$ cat src/rtl/adder_pkg.sv
// Shared types and constants for the switch-keyboard adder sequencer.
package adder_pkg;

  typedef enum logic [1:0] {
    ENTER_A  = 2'd0,
    ENTER_B  = 2'd1,
    WAIT_SUM = 2'd2,
    SHOW     = 2'd3
  } state_e;

  localparam logic [2:0] MODE_A    = 3'b001;
  localparam logic [2:0] MODE_B    = 3'b010;
  localparam logic [2:0] MODE_SHOW = 3'b100;

  // WAIT_SUM shares the B indicator; unknown states fall back to A so mode is never zero.
  function automatic logic [2:0] mode_of(input state_e s);
    case (s)
      ENTER_A:  return MODE_A;
      ENTER_B:  return MODE_B;
      WAIT_SUM: return MODE_B;
      SHOW:     return MODE_SHOW;
      default:  return MODE_A;
    endcase
  endfunction

endpackage

$ cat src/rtl/adder_sequencer_hold_timer.sv
// SHOW auto-return timer: counts from load, pulses expire on the last held cycle.
module hold_timer #(
  parameter int unsigned HOLD_CYCLES = 0
) (
  input  logic clk,
  input  logic rst,
  input  logic load,
  input  logic enable,
  output logic expire
);

  if (HOLD_CYCLES == 0) begin : g_disabled
    logic unused_inputs;
    assign unused_inputs = ^{clk, rst, load, enable};
    assign expire = 1'b0;
  end else begin : g_timer
    localparam int unsigned CNT_W = (HOLD_CYCLES > 1) ? $clog2(HOLD_CYCLES) : 1;
    localparam logic [CNT_W-1:0] CNT_LAST = CNT_W'(HOLD_CYCLES - 1);

    logic [CNT_W-1:0] cnt_q, cnt_d;

    always_comb begin
      cnt_d = cnt_q;
      if (load) begin
        cnt_d = '0;
      end else if (enable) begin
        cnt_d = cnt_q + 1'b1;
      end
    end

    always_ff @(posedge clk or posedge rst) begin
      if (rst) begin
        cnt_q <= '0;
      end else begin
        cnt_q <= cnt_d;
      end
    end

    assign expire = enable && !load && (cnt_q == CNT_LAST);
  end

endmodule

$ cat src/rtl/adder_sequencer.sv
// Operand entry sequencer: captures A then B from sw, waits for the adder
// to settle, registers the sum and selects what the 7-seg decoder shows.
module adder_sequencer
  import adder_pkg::*;
#(
  parameter int unsigned WIDTH       = 4,
  parameter int unsigned ADD_LAT     = 1,
  parameter int unsigned HOLD_CYCLES = 0
) (
  input  logic             clk,
  input  logic             rst,
  input  logic             enter,
  input  logic             back,
  input  logic [WIDTH-1:0] sw,
  input  logic [WIDTH:0]   sum_in,
  output logic [WIDTH-1:0] op_a,
  output logic [WIDTH-1:0] op_b,
  output logic [WIDTH:0]   disp_value,
  output logic [2:0]       mode,
  output logic             sum_valid,
  output logic             done
);

  // One cycle for op_b to reach the adder plus ADD_LAT+1 settle cycles.
  localparam int unsigned LAT_W = $clog2(ADD_LAT + 2);
  localparam logic [LAT_W-1:0] LAT_LAST = LAT_W'(ADD_LAT + 1);

  state_e           state_q, state_d;
  logic [WIDTH-1:0] op_a_q, op_a_d;
  logic [WIDTH-1:0] op_b_q, op_b_d;
  logic [WIDTH:0]   sum_q, sum_d;
  logic [LAT_W-1:0] lat_cnt_q, lat_cnt_d;
  logic [2:0]       mode_q, mode_d;
  logic             sum_valid_q, sum_valid_d;
  logic             done_q, done_d;
  logic             enter_show;
  logic             hold_expire;

  hold_timer #(
    .HOLD_CYCLES(HOLD_CYCLES)
  ) u_hold_timer (
    .clk    (clk),
    .rst    (rst),
    .load   (enter_show),
    .enable (state_q == SHOW),
    .expire (hold_expire)
  );

  always_comb begin
    state_d    = state_q;
    op_a_d     = op_a_q;
    op_b_d     = op_b_q;
    sum_d      = sum_q;
    lat_cnt_d  = lat_cnt_q;
    enter_show = 1'b0;
    case (state_q)
      ENTER_A: begin
        if (enter) begin
          op_a_d  = sw;
          state_d = ENTER_B;
        end
      end
      ENTER_B: begin
        if (enter) begin
          op_b_d    = sw;
          lat_cnt_d = '0;
          state_d   = WAIT_SUM;
        end else if (back) begin
          state_d = ENTER_A;
        end
      end
      WAIT_SUM: begin
        if (lat_cnt_q == LAT_LAST) begin
          sum_d      = sum_in;
          state_d    = SHOW;
          enter_show = 1'b1;
        end else begin
          lat_cnt_d = lat_cnt_q + 1'b1;
        end
      end
      SHOW: begin
        if (enter) begin
          state_d = ENTER_A;
        end else if (back) begin
          state_d = ENTER_B;
        end else if (hold_expire) begin
          state_d = ENTER_A;
        end
      end
      default: state_d = ENTER_A;
    endcase
    mode_d      = mode_of(state_d);
    sum_valid_d = (state_d == SHOW);
    done_d      = enter_show;
  end

  always_ff @(posedge clk or posedge rst) begin
    if (rst) begin
      state_q     <= ENTER_A;
      op_a_q      <= '0;
      op_b_q      <= '0;
      sum_q       <= '0;
      lat_cnt_q   <= '0;
      mode_q      <= MODE_A;
      sum_valid_q <= 1'b0;
      done_q      <= 1'b0;
    end else begin
      state_q     <= state_d;
      op_a_q      <= op_a_d;
      op_b_q      <= op_b_d;
      sum_q       <= sum_d;
      lat_cnt_q   <= lat_cnt_d;
      mode_q      <= mode_d;
      sum_valid_q <= sum_valid_d;
      done_q      <= done_d;
    end
  end

  always_comb begin
    disp_value = {1'b0, sw};
    case (state_q)
      WAIT_SUM: disp_value = {1'b0, op_b_q};
      SHOW:     disp_value = sum_q;
      default:  disp_value = {1'b0, sw};
    endcase
  end

  assign op_a      = op_a_q;
  assign op_b      = op_b_q;
  assign mode      = mode_q;
  assign sum_valid = sum_valid_q;
  assign done      = done_q;

endmodule

$ cat config.mk
export PLATFORM = sky130hd
export DESIGN_NAME = adder_sequencer
export DESIGN_NICKNAME = d
export VERILOG_FILES = /design/src/rtl/adder_pkg.sv /design/src/rtl/adder_sequencer_hold_timer.sv /design/src/rtl/adder_sequencer.sv
export SDC_FILE = /design/constraint.sdc
export NUM_CORES = 1
export LEC_CHECK = 0
export CAP_MARGIN = 20
export CORE_UTILIZATION = 30
export DETAILED_ROUTE_END_ITERATION = 16
export GPL_TIMING_DRIVEN = 0
export PLACE_DENSITY = 0.66
export SKIP_LAST_GASP = 1
export SYNTH_ARGS = -nofsm -noshare
export SYNTH_HDL_FRONTEND = slang
export SYNTH_SLANG_ARGS = --single-unit
$ cat constraint.sdc
create_clock -name clk -period 1.8 [get_ports clk]
set_clock_uncertainty 0.15 [all_clocks]
set_input_delay 0.18 -clock clk [delete_from_list [all_inputs] [get_ports clk]]
set_output_delay 0.18 -clock clk [all_outputs]
set_load 0.01 [all_outputs]
======== After elaboration in Yosys (flattened, before gate mapping) ========
Index checks and enable logic that the tools add are counted.
word-level totals
  logic and storage cells ................. 40
  register bits after elaboration ......... 22
  bits of input ports ..................... 13
  output and inout port bits .............. 18
operators by class
  multiplexer cells ....................... 14
  reductions and logical operators ........ 8
  $add $sub $neg .......................... 1
  equality and inequality tests ........... 9
operators with widths
  cell                                                 number
  two-way mux 2 bit                                    8
  equality test 2 bit, second input constant           5
  one-hot mux 5 bit (2 select lines)                   1
  one-hot mux 3 bit (3 select lines)                   1
  one-hot mux 2 bit (4 select lines)                   1
  AND reduction 2 bit                                  3
  equality test 2 x 1 -> 1 bit, second input constant  2
  zero test 2 bit                                      2
  inequality test 2 bit, second input constant         2
  one-hot mux 2 bit (2 select lines)                   1
  AND reduction 3 bit                                  1
  adder 2 x 1 -> 2 bit, second input constant          1
  two-way mux 1 bit                                    2
  nonzero test 2 bit                                   1
  OR reduction 2 bit                                   1

======== Depth between registers and ports, before layout ========
  depth after elaboration ................. 6
  gate-level depth with buffers ........... 5
  mapped depth without buffers ............ 5

======== Modules after synthesis ========
From an unflattened synthesis, not the netlist that was laid out.
second synthesis, totals
  cells, all modules ...................... 83
  area total of the unflattened synthesis .. 982.2 sq um
by module, submodules not included
  module           instances  seq. area each (sq um)  cells an instance  area each (sq um)
  adder_sequencer  1          526.8                   81                 970.9
  hold_timer       1          0.0                     2                  11.3

======== Least setup slack after synthesis ========
No wires, ideal clock.
  path kind ............................... register to register
  start ................................... register lat_cnt_q[0]
  end ..................................... register mode_q[1], in the netlist mode[1]
  required time ........................... 1.524 ns
  buffers on the path ..................... 0
  cell stages (with the launch flop) ...... 6
  path slack .............................. 0.122 ns
  arrival time ............................ 1.402 ns
  clock period less this slack ............ 1.678 ns
  cell sequence ........................... dfrtp_1 inv_1 ha_1 or3b_4 o311ai_0 ha_1
on the way
  cells in the longest elaborated chain, start to end .. 6
  elaborated cells on any way between the ends .. 9
  those cells by class .................... eq/ne (4); mux (3); reduce/logical (2)
ends and longest elaborated chain
  what                                                                        RTL line                source
  from (decl)                                                                 adder_sequencer.sv:32   logic [LAT_W-1:0] lat_cnt_q, lat_cnt_d;
  from (signal assigned)                                                      adder_sequencer.sv:112  lat_cnt_q <= lat_cnt_d;
  equality test 2 bit (*)                                                     adder_sequencer.sv:73   if (lat_cnt_q == LAT_LAST) begin
  two-way mux 2 bit (*)                                                       adder_sequencer.sv:73
  one-hot mux 2 bit (4 select lines) (*)                                      adder_sequencer.sv:56   case (state_q)
  equality test 2 bit / equality test 2 x 1 -> 1 bit (equally long branches)  adder_pkg.sv:17         case (s)
  OR reduction 2 bit (no source line)                                         n/a
  one-hot mux 3 bit (3 select lines) (*)                                      adder_pkg.sv:17
  via mode_d[1]                                                               adder_sequencer.sv:33   logic [2:0] mode_q, mode_d;
  to (signal assigned)                                                        adder_sequencer.sv:113  mode_q <= mode_d;
  to (decl)                                                                   adder_sequencer.sv:33
The timed path passes the listed nets; every way through them passes the cells marked *.
A chain may end at the register's enable or synchronous reset.

======== Final worst setup path ========
  start ................................... register state_q[0]
  end ..................................... output port disp_value[1]
on the way
  cells in the longest elaborated chain, start to end .. 2
  elaborated cells on any way between the ends .. 3
  those cells by class .................... eq/ne (2); mux (1)
ends and longest elaborated chain
  what                                    RTL line                source
  from (decl)                             adder_sequencer.sv:28   state_e state_q, state_d;
  from (signal assigned)                  adder_sequencer.sv:108  state_q <= state_d;
  equality test 2 bit                     adder_sequencer.sv:121  case (state_q)
  one-hot mux 5 bit (2 select lines) (*)  adder_sequencer.sv:121
  to (decl)                               adder_sequencer.sv:18   output logic [WIDTH:0] disp_value,
Every way passes the cells marked *; elsewhere a longest branch is shown, timed or not.

==> results by group <==
Worst setup path
  – Required time worst endpoint: 1.47 ns
  – Critical Path AT: 1.46 ns
  – Setup crit start kind: flip-flop
  – Peak fanout along the critical path: 10
  – CP Capture Type: output port
  – Setup CP Type: reg -> out
  – Worst R2R Path Depth: 5

Synth
  – Distinct cells, synth: 24
  – Area leader, netlist: dfrtp_1
  – Main area contributors after synthesis: dfrtp_1 51%, mux2_2 15%, mux2i_1 4.0%
  – Commonest cells post-synth: 20 x dfrtp_1, 13 x mux2_2, 5 x inv_1
  – Most frequent cell after synthesis: dfrtp_1
  – Post-synth EDFFs: 0
  – Top cell type's share of synthesized area: 50.5%
  – Synth Instances: 78
  – Mapped Nets: 94
  – Register bit total from synthesis: 21
  – Yosys warning count: 0
  – Post-synth top flop: dfrtp_1
  – Part of the Yosys area used for sequential elements: 53.2%
  – Avg Synthesized Cell Area: 12.7 µm²
  – Fraction of registers with async set/reset: 100%
  – Synth Cell Area: 991 µm²

Final layout
  – Layout cells sized above 1: 28.1%
  – Area Growth Syn to Fin: 40.0%
  – Final instance area: 1390 µm²
  – Nets: 131
  – Ant diodes: 0

Detailed routing
  – DRT antenna net count: 0
  – Avg WL per Cell: 13.1 µm
  – DRC Markers: 0
  – Detailed Routing Iterations Pass 1: 4
  – Number of vias in the routed layout: 757
  – Detailed Route WL: 2.07 mm
  – Vias per cell: 4.79
  – Initial DRC Count: 39

Floorplanning
  – Num ports: 31
  – Die X: 59.5 µm
  – Die H: 59.5 µm
  – Row count: 20
  – Die area: 3540 µm²
  – Initial core utilization: 31.9%
  – Core box area: 3100 µm²

Clocking
  – Clock Tree Root: clkbuf_4
  – Clk_lat worst skew: 0.31 ns
  – Num CTS Buffers: 3
  – CTS tree: done
  – Clock sinks: 21
  – Cts-stage hold buffer count: 0
  – Clock transition at path regs: 0.13 ns
  – H-tree levels: 1
  – Clk buf depth: 2

GRT
  – Number of global-route vias before repair: 779
  – Total congestion overflow: 0
  – Antenna violations before repair: 0
  – First-pass GRT wire length: 3.45 mm
  – GRT Total Usage: 13.4%
  – Largest net degree at the start of global routing: 22

Timing
  – Slew @ Worst Pin: 0.808 ns
  – Unrepaired setup endpoints after global routing: true
  – Setup WS post-layout: 0.00537 ns
  – Final setup vio count: 0
  – Fin Hold WS: 0.149 ns
  – Max Freq: 0.557 GHz
  – Final Hold Vio Count: 0
  – Final Cycle Share: 99.7%
  – Minimum clock period after layout: 1.79 ns
  – Setup_tns: 0 ns
  – Relative slew slack: 46.0%
  – Final Slew Violations: 0

Placed design
  – Dpl ws: -0.134 ns
  – Gpl congestion: 0.696
  – Post-Place Cell Area: 1350 µm²
  – Port-buffer cells: 30
  – HPWL after detailed placement: 1.53 mm

Power and ir drop
  – Lkg Pwr: 0.607 nW
  – PwrDens: 1710 nW/µm²
  – Max IR drop VDD: 587 µV

Worst hold path
  – HP Class: in -> async

Outcome
  – Outcome: completed

Run
  – Max-cap violation count: 0
==> layout by cell type (no fill, tap or decap), drive strengths merged, types with 3 or more instances in the layout <==
| cell type | synthesis | routed |
|---|---|---|
| buf | 3 | 5 |
| a21oi | 4 | 4 |
| mux2i | 4 | 4 |
| clkbuf | 1 | 8 |
| nor2 | 4 | 4 |
| mux2 | 13 | 13 |
| ha | 3 | 3 |
| dfrtp | 20 | 20 |
| clkdlybuf4s50 | 0 | 25 |
| inv | 5 | 5 |
==> report_power, final <==
part / switching [mW] / internal, mW
clock network: 0.160 / 0.0850
logic: 0.547 / 0.751
registers: 0.119 / 0.712
total: 0.826 / 1.55
==> kinds of logic (layout without fill, tap and decap cells) <==
logic type               Yosys count  in the layout  share of synthesized area (%)
AO/OA/AOI/OAI                     16             16                           12.2
buffers and inverters              9             45                           4.29
multiplexers                      17             17                           18.8
adder cells (fa/ha/maj)            3              3                           3.79
flip-flops                        21             21                           53.2
AND/OR/NAND/NOR                   12             12                           7.70
==> layer usage <==
metal / track usage, % / vias to the layer above / share of wire [%]
met5: 0 / - / 0
met4: 4.08 / 0 / 1.1
met3: 4.37 / 4 / 4.9
met2: 24.1 / 20 / 52
met1: 14.9 / 379 / 42
li1: - / 354 / -
==> flip-flops by register name (all words and copies together), names as in the netlist <==
signal	count
op_b	4
lat_cnt_q	2
sum_q	5
op_a	4
state_q	2
done	1
mode	3
==> repair_timing <==
| action | 4_1_cts | 5_1_grt |
|---|---|---|
| gates resized for setup | 14 | 7 |
| gates cloned | 0 | 0 |
| pin swaps | 1 | 1 |
| hold endpoints to repair | 0 | 0 |
| endpoints found under the setup margin | 6 | 6 |
| setup buffers | 2 | 0 |
==> layout make-up <==
class | count | area (µm²)
Fill cell | 321 | 1720
Inverter | 5 | 18.8
Multi-Input combinational cell | 48 | 424
Clock buffer | 3 | 22.5
Sequential cell | 21 | 528
Clock inverter | 1 | 7.51
Tap cell | 44 | 55.1
Timing Repair Buffer | 32 | 295
Buffer | 4 | 36.3
==> final timing paths <==
| kind | slack, ns | start | end |
|---|---|---|---|
| max | 0.005 | state_q[0] | disp_value[1] |
| max reg2reg | 0.08 | lat_cnt_q[0] | mode[1] |
| min in group clk | 0.32 | sum_in[3] | sum_q[3] |
| min | 0.15 | rst | op_a[1] |
| max in group asynchronous | 0.80 | rst | state_q[0] |
| min reg2reg | 0.36 | sum_q[4] | sum_q[4] |
==> through the flow <==
stage	utilization (%)	power [mW]	cells
2_1_floorplan	-	1.56	78
3_3_place_gp	43.4	2.09	152
3_5_place_dp	43.4	2.13	152
4_1_cts	45.2	2.42	158
5_1_grt	44.7	2.57	158
6_report	44.7	2.37	158
==> critical path: stages, from the launching register on <==
cell             delay, ns
dfrtp_2               0.43
buf_4                 0.18
mux2i_1               0.12
a21oi_1               0.17
clkdlybuf4s15_1       0.26
(Power assumes the default switching activity.)
